## src/rtl/adam_axil_mem_resp.sv

```systemverilog
`default_nettype none
// +--------------------------------------------------------------------------+
// | adam_axil_mem_resp: AXI-Lite slave fronting a single-port SRAM,          |
// | one transaction in flight, round-robin write/read arbitration.           |
// | Revision: 1.0                                                            |
// +--------------------------------------------------------------------------+
module adam_axil_mem_resp #(
   parameter int ADDR_WIDTH = 32,
   parameter int DATA_WIDTH = 32,
   parameter int MEM_DEPTH  = 1024,
   localparam int STRB_WIDTH = DATA_WIDTH / 8
) (
   input  logic                          clk_i,
   input  logic                          rst_ni,
   input  logic [ADDR_WIDTH-1:0]         aw_addr,
   input  logic                          aw_valid,
   output logic                          aw_ready,
   input  logic [DATA_WIDTH-1:0]         w_data,
   input  logic [STRB_WIDTH-1:0]         w_strb,
   input  logic                          w_valid,
   output logic                          w_ready,
   output logic [1:0]                    b_resp,
   output logic                          b_valid,
   input  logic                          b_ready,
   input  logic [ADDR_WIDTH-1:0]         ar_addr,
   input  logic                          ar_valid,
   output logic                          ar_ready,
   output logic [DATA_WIDTH-1:0]         r_data,
   output logic [1:0]                    r_resp,
   output logic                          r_valid,
   input  logic                          r_ready,
   output logic                          mem_req_o,
   output logic                          mem_we_o,
   output logic [$clog2(MEM_DEPTH)-1:0]  mem_addr_o,
   output logic [STRB_WIDTH-1:0]         mem_be_o,
   output logic [DATA_WIDTH-1:0]         mem_wdata_o,
   input  logic [DATA_WIDTH-1:0]         mem_rdata_i
);

   localparam int c_off_w = $clog2(STRB_WIDTH);
   localparam int c_mem_aw = $clog2(MEM_DEPTH);
   localparam int c_idx_w = ADDR_WIDTH - c_off_w;
   localparam logic [1:0] c_resp_okay = 2'b00;
   localparam logic [1:0] c_resp_slverr = 2'b10;

   typedef enum logic [2:0] {
      S_IDLE  = 3'd0,
      S_WRITE = 3'd1,
      S_READ  = 3'd2,
      S_RDATA = 3'd3,
      S_BRESP = 3'd4,
      S_RRESP = 3'd5
   } state_t;

   state_t r_state;
   logic   r_rr_wr;   // 1: write wins a tie on the next arbitration

   logic [c_idx_w-1:0] w_aw_idx;
   logic [c_idx_w-1:0] w_ar_idx;
   logic               w_aw_in_range;
   logic               w_ar_in_range;
   logic               w_wr_pend;
   logic               w_grant_wr;
   logic               w_grant_rd;
   logic               w_idle;
   logic               w_unused;

   assign w_aw_idx      = aw_addr[ADDR_WIDTH-1:c_off_w];
   assign w_ar_idx      = ar_addr[ADDR_WIDTH-1:c_off_w];
   assign w_aw_in_range = (w_aw_idx >> c_mem_aw) == '0;
   assign w_ar_in_range = (w_ar_idx >> c_mem_aw) == '0;
   assign w_unused      = ^{aw_addr[c_off_w-1:0], ar_addr[c_off_w-1:0]};

   // A write is only pending once both AW and W are presented.
   assign w_wr_pend  = aw_valid && w_valid;
   assign w_grant_wr = w_wr_pend && (!ar_valid || r_rr_wr);
   assign w_grant_rd = ar_valid && !w_grant_wr;
   assign w_idle     = (r_state == S_IDLE);

   assign aw_ready = w_idle && w_grant_wr;
   assign w_ready  = w_idle && w_grant_wr;
   assign ar_ready = w_idle && w_grant_rd;

   always_ff @(posedge clk_i) begin
      if (!rst_ni) begin
         r_state     <= S_IDLE;
         r_rr_wr     <= 1'b1;
         b_valid     <= 1'b0;
         b_resp      <= c_resp_okay;
         r_valid     <= 1'b0;
         r_resp      <= c_resp_okay;
         r_data      <= '0;
         mem_req_o   <= 1'b0;
         mem_we_o    <= 1'b0;
         mem_addr_o  <= '0;
         mem_be_o    <= '0;
         mem_wdata_o <= '0;
      end else begin
         // SRAM strobe lasts exactly one cycle; idle values are all zero.
         mem_req_o   <= 1'b0;
         mem_we_o    <= 1'b0;
         mem_addr_o  <= '0;
         mem_be_o    <= '0;
         mem_wdata_o <= '0;
         case (r_state)
            S_IDLE: begin
               if (w_grant_wr) begin
                  r_rr_wr <= 1'b0;
                  if (w_aw_in_range) begin
                     mem_req_o   <= 1'b1;
                     mem_we_o    <= 1'b1;
                     mem_addr_o  <= w_aw_idx[c_mem_aw-1:0];
                     mem_be_o    <= w_strb;
                     mem_wdata_o <= w_data;
                     r_state     <= S_WRITE;
                  end else begin
                     b_valid <= 1'b1;
                     b_resp  <= c_resp_slverr;
                     r_state <= S_BRESP;
                  end
               end else if (w_grant_rd) begin
                  r_rr_wr <= 1'b1;
                  if (w_ar_in_range) begin
                     mem_req_o  <= 1'b1;
                     mem_addr_o <= w_ar_idx[c_mem_aw-1:0];
                     r_state    <= S_READ;
                  end else begin
                     r_valid <= 1'b1;
                     r_resp  <= c_resp_slverr;
                     r_data  <= '0;
                     r_state <= S_RRESP;
                  end
               end
            end
            S_WRITE: begin
               b_valid <= 1'b1;
               b_resp  <= c_resp_okay;
               r_state <= S_BRESP;
            end
            S_READ: begin
               r_state <= S_RDATA;
            end
            S_RDATA: begin
               r_data  <= mem_rdata_i;
               r_resp  <= c_resp_okay;
               r_valid <= 1'b1;
               r_state <= S_RRESP;
            end
            S_BRESP: begin
               if (b_ready) begin
                  b_valid <= 1'b0;
                  b_resp  <= c_resp_okay;
                  r_state <= S_IDLE;
               end
            end
            S_RRESP: begin
               if (r_ready) begin
                  r_valid <= 1'b0;
                  r_resp  <= c_resp_okay;
                  r_data  <= '0;
                  r_state <= S_IDLE;
               end
            end
            default: r_state <= S_IDLE;
         endcase
      end
   end

endmodule
`default_nettype wire

```

## config.mk

```make
export PLATFORM = sky130hd
export DESIGN_NAME = adam_axil_mem_resp
export DESIGN_NICKNAME = d
export VERILOG_FILES = /design/src/rtl/adam_axil_mem_resp.sv
export SDC_FILE = /design/constraint.sdc
export NUM_CORES = 1
export LEC_CHECK = 0
export ABC_AREA = 1
export BUFFER_PORTS_ARGS = -buffer_cell sky130_fd_sc_hd__buf_2
export CAP_MARGIN = 10
export CORE_MARGIN = 4
export CORE_UTILIZATION = 40
export CTS_BUF_LIST = sky130_fd_sc_hd__clkbuf_4
export DETAILED_ROUTE_END_ITERATION = 7
export PLACE_DENSITY = 0.84
export SETUP_SLACK_MARGIN = 0.02
export SYNTH_ARGS = -nofsm -noshare
export SYNTH_HDL_FRONTEND = slang
export SYNTH_SLANG_ARGS = --single-unit
```

## constraint.sdc

```tcl
create_clock -name clk_i -period 2.05 [get_ports clk_i]
set_input_delay 0.205 -clock clk_i [delete_from_list [all_inputs] [get_ports clk_i]]
set_output_delay 0.205 -clock clk_i [all_outputs]
set_load 0.05 [all_outputs]
```

==> qor.txt <==
status - completed
most common cell after layout, fill and taps aside - buf_2
routed via count - 3,494
Arr. time, crit path - 1640 ps
R2R Path End - mem_addr_o[9]
RSZ-0062 raised after global routing - no
largest net degree at the start of global routing - 38
Fmax achieved - 543 MHz
initial antenna violation count - 1
CTS Hold Buffers Added - 45
DRT Pass-1 Iters - 4
final WL - 10.3 mm
GRT Overall Usage - 21.0%
cell taking the most area after synthesis - dfxtp_1
leading cell types in the layout, fill and taps excluded - buf_2 (221), dfxtp_1 (88), nand2_1 (86), nor2_1 (69), inv_1 (56)
fin nets - 813
die width - 98.2 µm
Final Core Density - 63.7%
max cap viols - 0
PwrDens - 741 nW/µm²
Post-Syn Instances - 411
vias in the first global route - 3,567
# setup viols final - 0
Clock Tree Buf Depth - 2
Top FF cell, synth - dfxtp_1
Yosys warning count - 0
Hold Slack - 31.9 ps
hold path depth - 3
FF+latch count, synth - 88
Placed Instances - 719
Min-Delay Endpoint - mem_wdata_o[11]
Yosys cell types - 25
chip height - 98.2 µm
Slew Viols, Final - 0
crit-path max FO - 5
fin crit period - 1840 ps
Layout area overhead - 52.8%
Syn Area/Cell - 7.92 µm²
fin area - 4970 µm²
clock latency at the later pin of the worst-skew pair - 390 ps
clock root buffer - clkbuf_4
post-route insts no fill - 782
routed wire length per instance - 13.2 µm
GRT overflow - 0
DRC viols - 0
clock slew at the register clock pins of the worst setup and hold paths - 140 ps
RR Startpoint - r_state[0]
period utilization - 89.8%
Port Buffers - 221
setup bufs post-CTS - 0
CTS H-Tree Depth - 3
Hold WC Path Type - in2reg
layout cells sized above 1 - 39.9%
gpl congestion - 0.852
Crit. End Element - primary output
clock buffer count from CTS - 9
Yosys top cell area share - 54.1%
Post-synth EDFFs - 0
row count - 32
HPWL after DPL - 7.15 mm
post-cts resize count - 0
main area contributors after synthesis - dfxtp_1 (54%), nand2_1 (9.9%), nor2_1 (8.0%), inv_1 (6.5%), a21oi_1 (4.6%)
CTS sink cnt - 88
Post-synth ARST share - 0%
Worst Reg-to-Reg Cells - 5
Hold Vio Cnt, Final - 0
Setup TNS - 0 ps
Hold Path Origin - w_data[11]
Layout fillers - 633
WS Path Type - reg2out
die area - 9640 µm²
first-pass GRT wire length - 16.4 mm
reg2reg setup slack - 450 ps
Leak Pwr - 2.65 nW
Post-DP Area - 4380 µm²
core area - 7810 µm²
peak supply drop - 0.000537 V
CTS tree - built
starting density of the core - 41.7%
Vias/cell - 4.47
Layout Skew - 18.4 ps
mapped cell area - 3250 µm²
sequential element share of the synthesized area - 54.1%
Crit path required time - 1850 ps
CP startpoint kind - flip-flop
DRT iter0 DRCs - 92
Boundary Pins - 228
ANT nets after route - 0
==> through the flow <==
step	worst slack (ps)	power, mW
after global routing	102	3.90
after CTS	181	3.72
after floorplan	188	2.56
after detailed placement	433	2.77
after global placement	530	2.75
final	209	3.69
==> sequential cells by signal, summed over array words and instances (netlist names) <==
signal / flops
r_resp: 1
mem_we_o: 1
r_data: 32
r_valid: 1
r_state: 3
b_resp: 1
mem_wdata_o: 32
mem_addr_o: 10
mem_req_o: 1
b_valid: 1
mem_be_o: 4
r_rr_wr: 1
==> cell usage after synthesis (2+ instances only) <==
master and count:
dfxtp_1 88, nand2_4 2, buf_6 6, clkbuf_1 7, nand3_1 4, a21oi_1 30, buf_4 4, inv_2 3
nand4_1 5, nor2_1 69, inv_1 56, o211ai_1 3, buf_2 2, o21ai_0 16, a21oi_2 10, nand2_2 12
nand2_1 86
==> layer usage <==
| metal | routed length [µm] | up-vias | track usage (%) |
|---|---|---|---|
| met5 | 0 | - | 0 |
| met1 | 3860 | 1537 | 23.1 |
| li1 | - | 1770 | - |
| met4 | 256 | 0 | 8.30 |
| met3 | 1010 | 26 | 7.86 |
| met2 | 5210 | 161 | 36.4 |
==> power by group <==
group          internal, mW  leakage [nW]  total (mW)  switching (mW)
registers              1.77         0.710        1.81          0.0470
logic                 0.344          1.87       0.992           0.647
clock network         0.283        0.0691       0.881           0.598
==> worst max path at each step <==
stage	start	endpoint	slack, ps
finish	r_state[0]	aw_ready	210
global route	r_state[0]	aw_ready	100
CTS	r_state[0]	aw_ready	180
detailed placement	ar_addr[23]	r_data[11]	430
global placement	ar_addr[27]	r_data[14]	530
floorplan	r_state[0]	w_ready	190
==> cell type report <==
| class | count | area, µm² | share of cell area [%] |
|---|---|---|---|
| antenna | 1 | 2.50 | 0.0503 |
| clock buffer | 10 | 75.1 | 1.51 |
| clock inverter | 6 | 53.8 | 1.08 |
| inverter | 59 | 221 | 4.45 |
| multi-input combinational | 246 | 1140 | 22.9 |
| sequential | 88 | 1760 | 35.4 |
| tap | 102 | 128 | 2.57 |
| timing repair buffer | 270 | 1590 | 32.0 |
==> critical path, stage by stage, from the launching register on <==
cell and delay (ps):
dfxtp_1 390, nor2_2 200, nand2_4 100, nor2_1 240, buf_2 320
==> kinds of logic (layout without fill, tap and decap cells) <==
| kind of cell | count (synthesis) | count (layout) | share of synthesized area (%) |
|---|---|---|---|
| other | 1 | 3 | 0.115 |
| flip-flops | 88 | 88 | 54.1 |
| AO/OA/AOI/OAI | 60 | 60 | 10.6 |
| AND/OR/NAND/NOR | 184 | 184 | 24.2 |
| buffers and inverters | 78 | 345 | 10.9 |
Power figures use the tool's default switching activity.
